## src/rtl/vga_capture.sv

```systemverilog
// rtl/vga_capture.sv - decimating VGA frame grabber writing one 12-bit frame into image RAM
module vga_capture #(
    parameter int H_ACTIVE     = 640,
    parameter int H_BACK_PORCH = 48,
    parameter int V_ACTIVE     = 480,
    parameter int V_BACK_PORCH = 33,
    parameter int SCALE_LOG2   = 2,
    parameter int ADDR_W       = 15
) (
    input  logic              clk_i,
    input  logic              rst_i,
    input  logic              vga_hsync_i,
    input  logic              vga_vsync_i,
    input  logic [3:0]        vga_red_i,
    input  logic [3:0]        vga_blue_i,
    input  logic [3:0]        vga_green_i,
    input  logic              capture_start_i,
    output logic              wr_en_o,
    output logic [ADDR_W-1:0] wr_addr_o,
    output logic [11:0]       wr_data_o,
    output logic              busy_o,
    output logic              done_o,
    output logic              frame_err_o
);

    localparam int POS_W = 11;
    localparam logic [POS_W-1:0] POS_MAX  = {POS_W{1'b1}};
    localparam logic [POS_W-1:0] H_FIRST  = POS_W'(H_BACK_PORCH);
    localparam logic [POS_W-1:0] H_END    = POS_W'(H_BACK_PORCH + H_ACTIVE);
    localparam logic [POS_W-1:0] V_FIRST  = POS_W'(V_BACK_PORCH);
    localparam logic [POS_W-1:0] V_END    = POS_W'(V_BACK_PORCH + V_ACTIVE);
    localparam logic [POS_W-1:0] SUB_MASK = POS_W'((1 << SCALE_LOG2) - 1);
    localparam int FRAME_PIXELS = (H_ACTIVE >> SCALE_LOG2) * (V_ACTIVE >> SCALE_LOG2);
    localparam logic [ADDR_W-1:0] LAST_ADDR = ADDR_W'(FRAME_PIXELS - 1);

    typedef enum logic [1:0] {
        S_IDLE,
        S_ARM,
        S_CAPTURE,
        S_DONE
    } state_t;

    logic              hsync_q, hsync_qq, vsync_q, vsync_qq;
    logic [11:0]       rgb_q;
    logic              h_rise, v_rise, keep;
    logic [POS_W-1:0]  hcnt, lcnt, line_q;
    logic [POS_W-1:0]  hpos, line_cur, x_off, y_off;
    state_t            state, state_n;
    logic [ADDR_W-1:0] addr_cnt, addr_n;
    logic              full, full_n, err_n, wr_n;

    always_ff @(posedge clk_i or posedge rst_i) begin
        if (rst_i) begin
            hsync_q  <= 1'b0;
            hsync_qq <= 1'b0;
            vsync_q  <= 1'b0;
            vsync_qq <= 1'b0;
            rgb_q    <= '0;
        end else begin
            hsync_q  <= vga_hsync_i;
            hsync_qq <= hsync_q;
            vsync_q  <= vga_vsync_i;
            vsync_qq <= vsync_q;
            rgb_q    <= {vga_red_i, vga_blue_i, vga_green_i};
        end
    end

    assign h_rise = hsync_q & ~hsync_qq;
    assign v_rise = vsync_q & ~vsync_qq;

    // Position of the registered pixel; a line edge takes effect on its own cycle.
    always_comb begin
        hpos     = h_rise ? '0 : hcnt;
        line_cur = (h_rise && !v_rise) ? lcnt : line_q;
        x_off    = hpos - H_FIRST;
        y_off    = line_cur - V_FIRST;
        keep     = (hpos >= H_FIRST) && (hpos < H_END) &&
                   (line_cur >= V_FIRST) && (line_cur < V_END) &&
                   ((x_off & SUB_MASK) == '0) && ((y_off & SUB_MASK) == '0);
    end

    always_ff @(posedge clk_i or posedge rst_i) begin
        if (rst_i) begin
            hcnt   <= '0;
            lcnt   <= '0;
            line_q <= '0;
        end else begin
            hcnt <= (hpos == POS_MAX) ? POS_MAX : hpos + POS_W'(1);
            if (v_rise) begin
                lcnt <= '0;
            end else if (h_rise) begin
                line_q <= lcnt;
                lcnt   <= (lcnt == POS_MAX) ? POS_MAX : lcnt + POS_W'(1);
            end
        end
    end

    // full blocks writes between issuing the last address and leaving CAPTURE.
    always_comb begin
        state_n = state;
        addr_n  = addr_cnt;
        full_n  = full;
        err_n   = frame_err_o;
        wr_n    = 1'b0;
        case (state)
            S_IDLE: begin
                if (capture_start_i) begin
                    state_n = S_ARM;
                    err_n   = 1'b0;
                end
            end
            S_ARM: begin
                if (v_rise) begin
                    state_n = S_CAPTURE;
                    addr_n  = '0;
                    full_n  = 1'b0;
                end
            end
            S_CAPTURE: begin
                if (v_rise && !full) begin
                    err_n  = 1'b1;
                    addr_n = '0;
                end else if (keep && !full) begin
                    wr_n   = 1'b1;
                    addr_n = addr_cnt + ADDR_W'(1);
                    full_n = (addr_cnt == LAST_ADDR);
                end
                if (wr_en_o && (wr_addr_o == LAST_ADDR)) begin
                    state_n = S_DONE;
                end
            end
            S_DONE: begin
                state_n = S_IDLE;
            end
            default: begin
                state_n = S_IDLE;
            end
        endcase
    end

    always_ff @(posedge clk_i or posedge rst_i) begin
        if (rst_i) begin
            state       <= S_IDLE;
            addr_cnt    <= '0;
            full        <= 1'b0;
            frame_err_o <= 1'b0;
            wr_en_o     <= 1'b0;
            wr_addr_o   <= '0;
            wr_data_o   <= '0;
        end else begin
            state       <= state_n;
            addr_cnt    <= addr_n;
            full        <= full_n;
            frame_err_o <= err_n;
            wr_en_o     <= wr_n;
            if (wr_n) begin
                wr_addr_o <= addr_cnt;
                wr_data_o <= rgb_q;
            end
        end
    end

    assign busy_o = (state == S_ARM) || (state == S_CAPTURE);
    assign done_o = (state == S_DONE);

endmodule
```

## config.mk

```make
export PLATFORM = sky130hd
export DESIGN_NAME = vga_capture
export DESIGN_NICKNAME = d
export VERILOG_FILES = /design/src/rtl/vga_capture.sv
export SDC_FILE = /design/constraint.sdc
export NUM_CORES = 1
export LEC_CHECK = 0
export CAP_MARGIN = 20
export CORE_MARGIN = 3
export CORE_UTILIZATION = 41
export CTS_BUF_LIST = sky130_fd_sc_hd__clkbuf_2 sky130_fd_sc_hd__clkbuf_4 sky130_fd_sc_hd__clkbuf_8
export CTS_CLUSTER_DIAMETER = 40
export DETAILED_ROUTE_END_ITERATION = 10
export GPL_TIMING_DRIVEN = 0
export PLACE_DENSITY = 0.73
export REMOVE_ABC_BUFFERS = 1
export SLEW_MARGIN = 25
export SYNTH_ARGS = -nofsm -noshare
export SYNTH_HDL_FRONTEND = slang
export SYNTH_SLANG_ARGS = --single-unit
```

## constraint.sdc

```tcl
create_clock -name clk_i -period 4.79 [get_ports clk_i]
set_input_delay 1.1975 -clock clk_i [delete_from_list [all_inputs] [get_ports clk_i]]
set_output_delay 1.1975 -clock clk_i [all_outputs]
set_load 0.1 [all_outputs]
```

Word level (Yosys, flattened, before mapping)

Cells that the tools add are included.

Memories: 0
Latch bits: 0
Bits of input ports: 17
Bits in writable memories: 0
Output and inout bits: 31
Bits in registers: 96
Memory bits (read-only): 0
Logic and storage cells: 90

Bitwise operators: 5
Reductions and logical operators: 23
Shift-type cells: 0
Add/sub/neg operators: 5
Multiply operators: 0
Divide/modulo/power cells: 0
Equality and inequality tests: 14
$lt $le $gt $ge: 4
Multiplexer cells: 24

Operator list:

| operator                | number |
|---|---|
| $mux W11                | 6 |
| $mux W15                | 3 |
| $eq A15 B15 Y1 const B  | 2 |
| $pmux W15 S2            | 1 |
| $add A11 B1 Y11 const B | 2 |
| $eq A11 B11 Y1 const B  | 2 |
| $ge A11 B6 Y1 const B   | 2 |
| $logic_not A11 Y1       | 2 |
| $lt A11 B10 Y1 const B  | 2 |
| $add A15 B1 Y15 const B | 1 |
| $ne A2 B2 Y1 const B    | 6 |
| $logic_and A1 B1 Y1     | 9 |
| $reduce_and A3 Y1       | 3 |
| $mux W1                 | 8 |
| $pmux W2 S4             | 1 |
| $mux W2                 | 3 |
| $reduce_bool A2 Y1      | 3 |
| $eq A2 B2 Y1 const B    | 2 |
| $pmux W1 S2             | 2 |
| $reduce_and A4 Y1       | 1 |
| $sub A2 B1 Y2 const B   | 2 |
| $ne A3 B3 Y1 const B    | 1 |
| $not A1 Y1              | 3 |
| $and A1 B1 Y1           | 2 |
| 5 further kinds         | 6 |

Longest topological paths before layout

Depth in word-level cells: 14
Depth in mapped cells: 12
Gate-level depth less buffers: 9

Worst setup path after synthesis

No wires, ideal clock.

Kind: register to output
Start point: register state[0]
End point: output busy_o
Arrival: 1.284 ns
Required time: 3.593 ns
Setup slack: 2.308 ns
Cell stages (with the launch flop): 3
Path through: dfrtp_1 -> inv_1 -> ha_1

Word-level cells in the longest chain between the ends: 2
Elaborated cells between the ends (all ways): 3

RTL lines:

| item                                         | RTL line | text |
|---|---|---|
| from (decl)                                  | 48       | `state_t state, state_n;` |
| from (signal assigned)                       | 151      | `state <= state_n;` |
| $eq A2 B1 Y1 or $eq A2 B2 Y1 (tied branches) | 163      | `assign busy_o = (state == S_ARM) \|\| (state == S_CAPTURE);` |
| $logic_or A1 B1 Y1 *                         | 163      |  |
| to (decl)                                    | 21       | `output logic busy_o,` |

Mark *: on every way between the ends. The rest lies on a longest branch, timed or not.

Worst setup path after layout

Start point: register state[1]
End point: output busy_o

The elaborated chain is that of the path after synthesis.

==> flow_metrics.py <==
metrics = {
    "routing": {
        "drt_iter0_markers": 215,
        "vias": 3071,
        "drc_errors": 0,
        "drt_wl_total_um": 8500,
        "routed_via_density": 5.52,
        "wl_per_cell_um": 15.3,
        "postRouteAntennaNets": 0,
        "dr.pass1.iters": 4,
    },
    "critical_path": {
        "crit_chain": "inv_1 -> ha_1 -> clkdlybuf4s50_1",
        "rr_startpoint": "hsync_qq$_DFF_PP0_",
        "cp-start-kind": "flip-flop",
        "crit_slowest_cell": "clkdlybuf4s50_1",
        "cp_top_family": "buffers and inverters",
        "crit_path_end_kind": "primary output",
        "reg2reg_depth": 9,
        "path_buf_inv": 2,
        "r2r-end": "addr_cnt[6]$_DFFE_PP0P_",
        "cp.arrival_ns": 2.34,
        "cp_max_fo": 4,
        "r2r_slack_ns": 1.98,
        "required_ns": 3.59,
        "critical_path_class": "flip-flop to primary output",
        "cp_slowest_stage_delay_ns": 1.15,
    },
    "placement": {
        "pre_cts_ws_ns": 1.66,
        "io_buffers": 47,
        "dp_hpwl_um": 5840,
        "gp_congestion": 0.768,
        "place_inst": 540,
    },
    "clock_network": {
        "cts_made_buffers": 9,
        "path_clk_slew_ns": 0.09,
        "tritoncts": "yes",
        "htreeDepth": 3,
        "cts_resized": 0,
        "clockBufferDepth": 2,
        "clk_latency_ns": 0.37,
        "ctsHoldBuffers": 0,
        "cts.sinks": 96,
        "cts_setup_buffers": 0,
        "clk_root_buffer_cell": "clkbuf_8",
    },
    "final_layout": {
        "drive_above_1_share_pct": 16.7,
        "stdcell_count": 556,
        "n_antenna_cell": 0,
        "fillers": 941,
        "final_nets": 440,
        "areaGrowthSynthToFinish_pct": 17.3,
    },
    "min_path": {
        "min-delay-start": "hsync_q$_DFF_PP0_",
        "hp-class": "flip-flop to flip-flop",
        "worstHoldEndpoint": "hsync_qq$_DFF_PP0_",
        "hold_depth": 0,
    },
    "run": {
        "drv_cap": 0,
    },
    "outcome": {
        "status": "finished clean",
    },
    "synth": {
        "synth-edff-count": 0,
        "yosysMostFrequentCell": "dfrtp_1",
        "avgSynthCellArea_um2": 11.9,
        "ys.flop_type": "dfrtp_1",
        "synth_cells": 369,
        "syn_area_mm2": 0.00440,
        "synth_top_area_share_pct": 54.6,
        "synth-async-reset-ratio_pct": 100,
        "yosys_warnings": 0,
        "yosysUniqueCellTypes": 57,
        "yosysTopAreaCell": "dfrtp_1",
        "ys_seq_area_share_pct": 54.6,
        "ys_ff_latch": 96,
        "yosys-top-cells-area": "dfrtp_1, mux2_4, mux2_2",
        "synth_common_cells": "dfrtp_1, nand2_1, nand3_1",
    },
    "timing": {
        "hold_violations": 0,
        "rsz0062_at_grt": "no",
        "tns_ns": 0,
        "drv_slew": 0,
        "skew_ns": 0.0152,
        "fin_crit_sh_pct": 74.0,
        "fmaxAchievable_mhz": 282,
        "min_period_ns": 3.54,
        "worst_slack_ns": 1.25,
        "hold_slack_ns": 0.404,
        "max-slew-margin-rel_pct": 33.9,
        "worst_pin_slew_ns": 0.988,
        "setup_viol": 0,
    },
    "global_route": {
        "grt_start_max_net_pins": 55,
        "antenna_found_initial": 0,
        "grt_pass1_wl_um": 14200,
        "overflow": 0,
        "grt_usage_pct": 15.0,
        "grt_pass1_vias": 2980,
    },
    "pwr": {
        "clockPowerShare_pct": 27.5,
        "p_seq_share_pct": 48.8,
        "p_switching_mw": 0.637,
        "powerDensity_mw_per_mm2": 353,
        "pwr-share-comb_pct": 23.7,
        "intPower_mw": 1.18,
        "ir_worst_vdd_uv": 452,
        "p_leak_nw": 2.36,
        "sw_frac_of_total_pct": 35.0,
    },
    "floorplanning": {
        "die_area_mm2": 0.0120,
        "start_util_pct": 42.4,
        "io_pins": 48,
        "die_w_um": 110,
        "row_count": 37,
        "die_y_um": 110,
        "core_mm2": 0.0104,
    },
}
[metal layers]
layer / part of all wire (%) / vias to the layer above / wire length, um / global-route usage [%]
met5: 0 / - / 0 / 0
met4: 1.6 / 0 / 140 / 6.68
met1: 48 / 1525 / 4110 / 22.0
met2: 46 / 72 / 3940 / 22.2
met3: 3.6 / 13 / 309 / 2.17
li1: - / 1461 / - / -
[layout by cell type, fill, tap and decap left out, types with 7 or more instances in the layout]
| master | synthesis | final |
|---|---|---|
| nor2_1 | 18 | 18 |
| a21oi_1 | 9 | 9 |
| mux2_2 | 21 | 21 |
| nand4_1 | 7 | 7 |
| and3_1 | 9 | 9 |
| nand2_1 | 27 | 27 |
| o211ai_1 | 9 | 9 |
| inv_1 | 10 | 9 |
| ha_1 | 8 | 8 |
| or4_1 | 11 | 11 |
| dfrtp_1 | 96 | 96 |
| clkbuf_8 | 0 | 9 |
| clkdlybuf4s50_1 | 0 | 47 |
| o21ai_0 | 16 | 16 |
| nand3_1 | 26 | 26 |
| mux2_4 | 19 | 19 |
[how the worst max path moves through the flow]
| stage | slack [ns] | depth (start not counted) | start | to |
|---|---|---|---|---|
| 2_1_floorplan | 1.09 | 1 | rst_i | addr_cnt[0]$_DFFE_PP0P_ |
| 3_3_place_gp | -0.26 | 2 | rst_i | wr_addr_o[0]$_DFFE_PP0P_ |
| 3_5_place_dp | 1.66 | 3 | state[0]$_DFFE_PP0P_ | busy_o |
| 4_1_cts | 1.25 | 3 | state[0]$_DFFE_PP0P_ | busy_o |
| 5_1_grt | 1.20 | 3 | state[1]$_DFFE_PP0P_ | busy_o |
| 6_report | 1.25 | 3 | state[1]$_DFFE_PP0P_ | busy_o |
[through the flow]
stage               utilization (%)  cell area, um^2  total power, mW
detailed placement             48.0             4980             1.34
CTS                            49.8             5160             1.84
floorplan                         -             4300             1.22
global placement               47.7             4940             1.32
finish                         49.8             5160             1.82
global route                   49.8             5160             1.91
[state kept, by name, indices dropped and copies added, names as in the netlist]
register     flops
addr_cnt        15
wr_addr_o       15
rgb_q           12
wr_data_o       12
hcnt            11
lcnt            11
line_q          11
state            2
frame_err_o      1
full             1
hsync_q          1
hsync_qq         1
vsync_q          1
vsync_qq         1
wr_en_o          1
[cell type report]
cell class                 instances  area, um^2  area share, %
sequential                        96        2400           46.5
inverter                          10        42.5          0.824
tap                              136         170           3.30
multi-input combinational        250        1870           36.2
clock buffer                       9         124           2.40
clock inverter                     7        60.1           1.16
timing repair buffer              48         498           9.64
[kinds of logic (layout without fill, tap and decap cells)]
family                   Yosys count  count (layout)  synth area share [%]
flip-flops                        96              96                  54.6
AND/OR/NAND/NOR                  129             129                  16.6
AO/OA/AOI/OAI                     64              64                  9.78
XOR/XNOR                           8               8                  1.59
adder cells (fa/ha/maj)            8               8                  2.27
buffers and inverters             23              74                  3.07
multiplexers                      41              41                  12.1
[power groups by stage]
stage / Combinational (mW) / Clock (mW) / Sequential [mW]
after floorplan: 0.302 / 0 / 0.917
after global placement: 0.415 / 0 / 0.902
after detailed placement: 0.434 / 0 / 0.903
after CTS: 0.434 / 0.517 / 0.888
after global routing: 0.470 / 0.548 / 0.897
final: 0.432 / 0.501 / 0.888
Power figures use the tool's default switching activity.
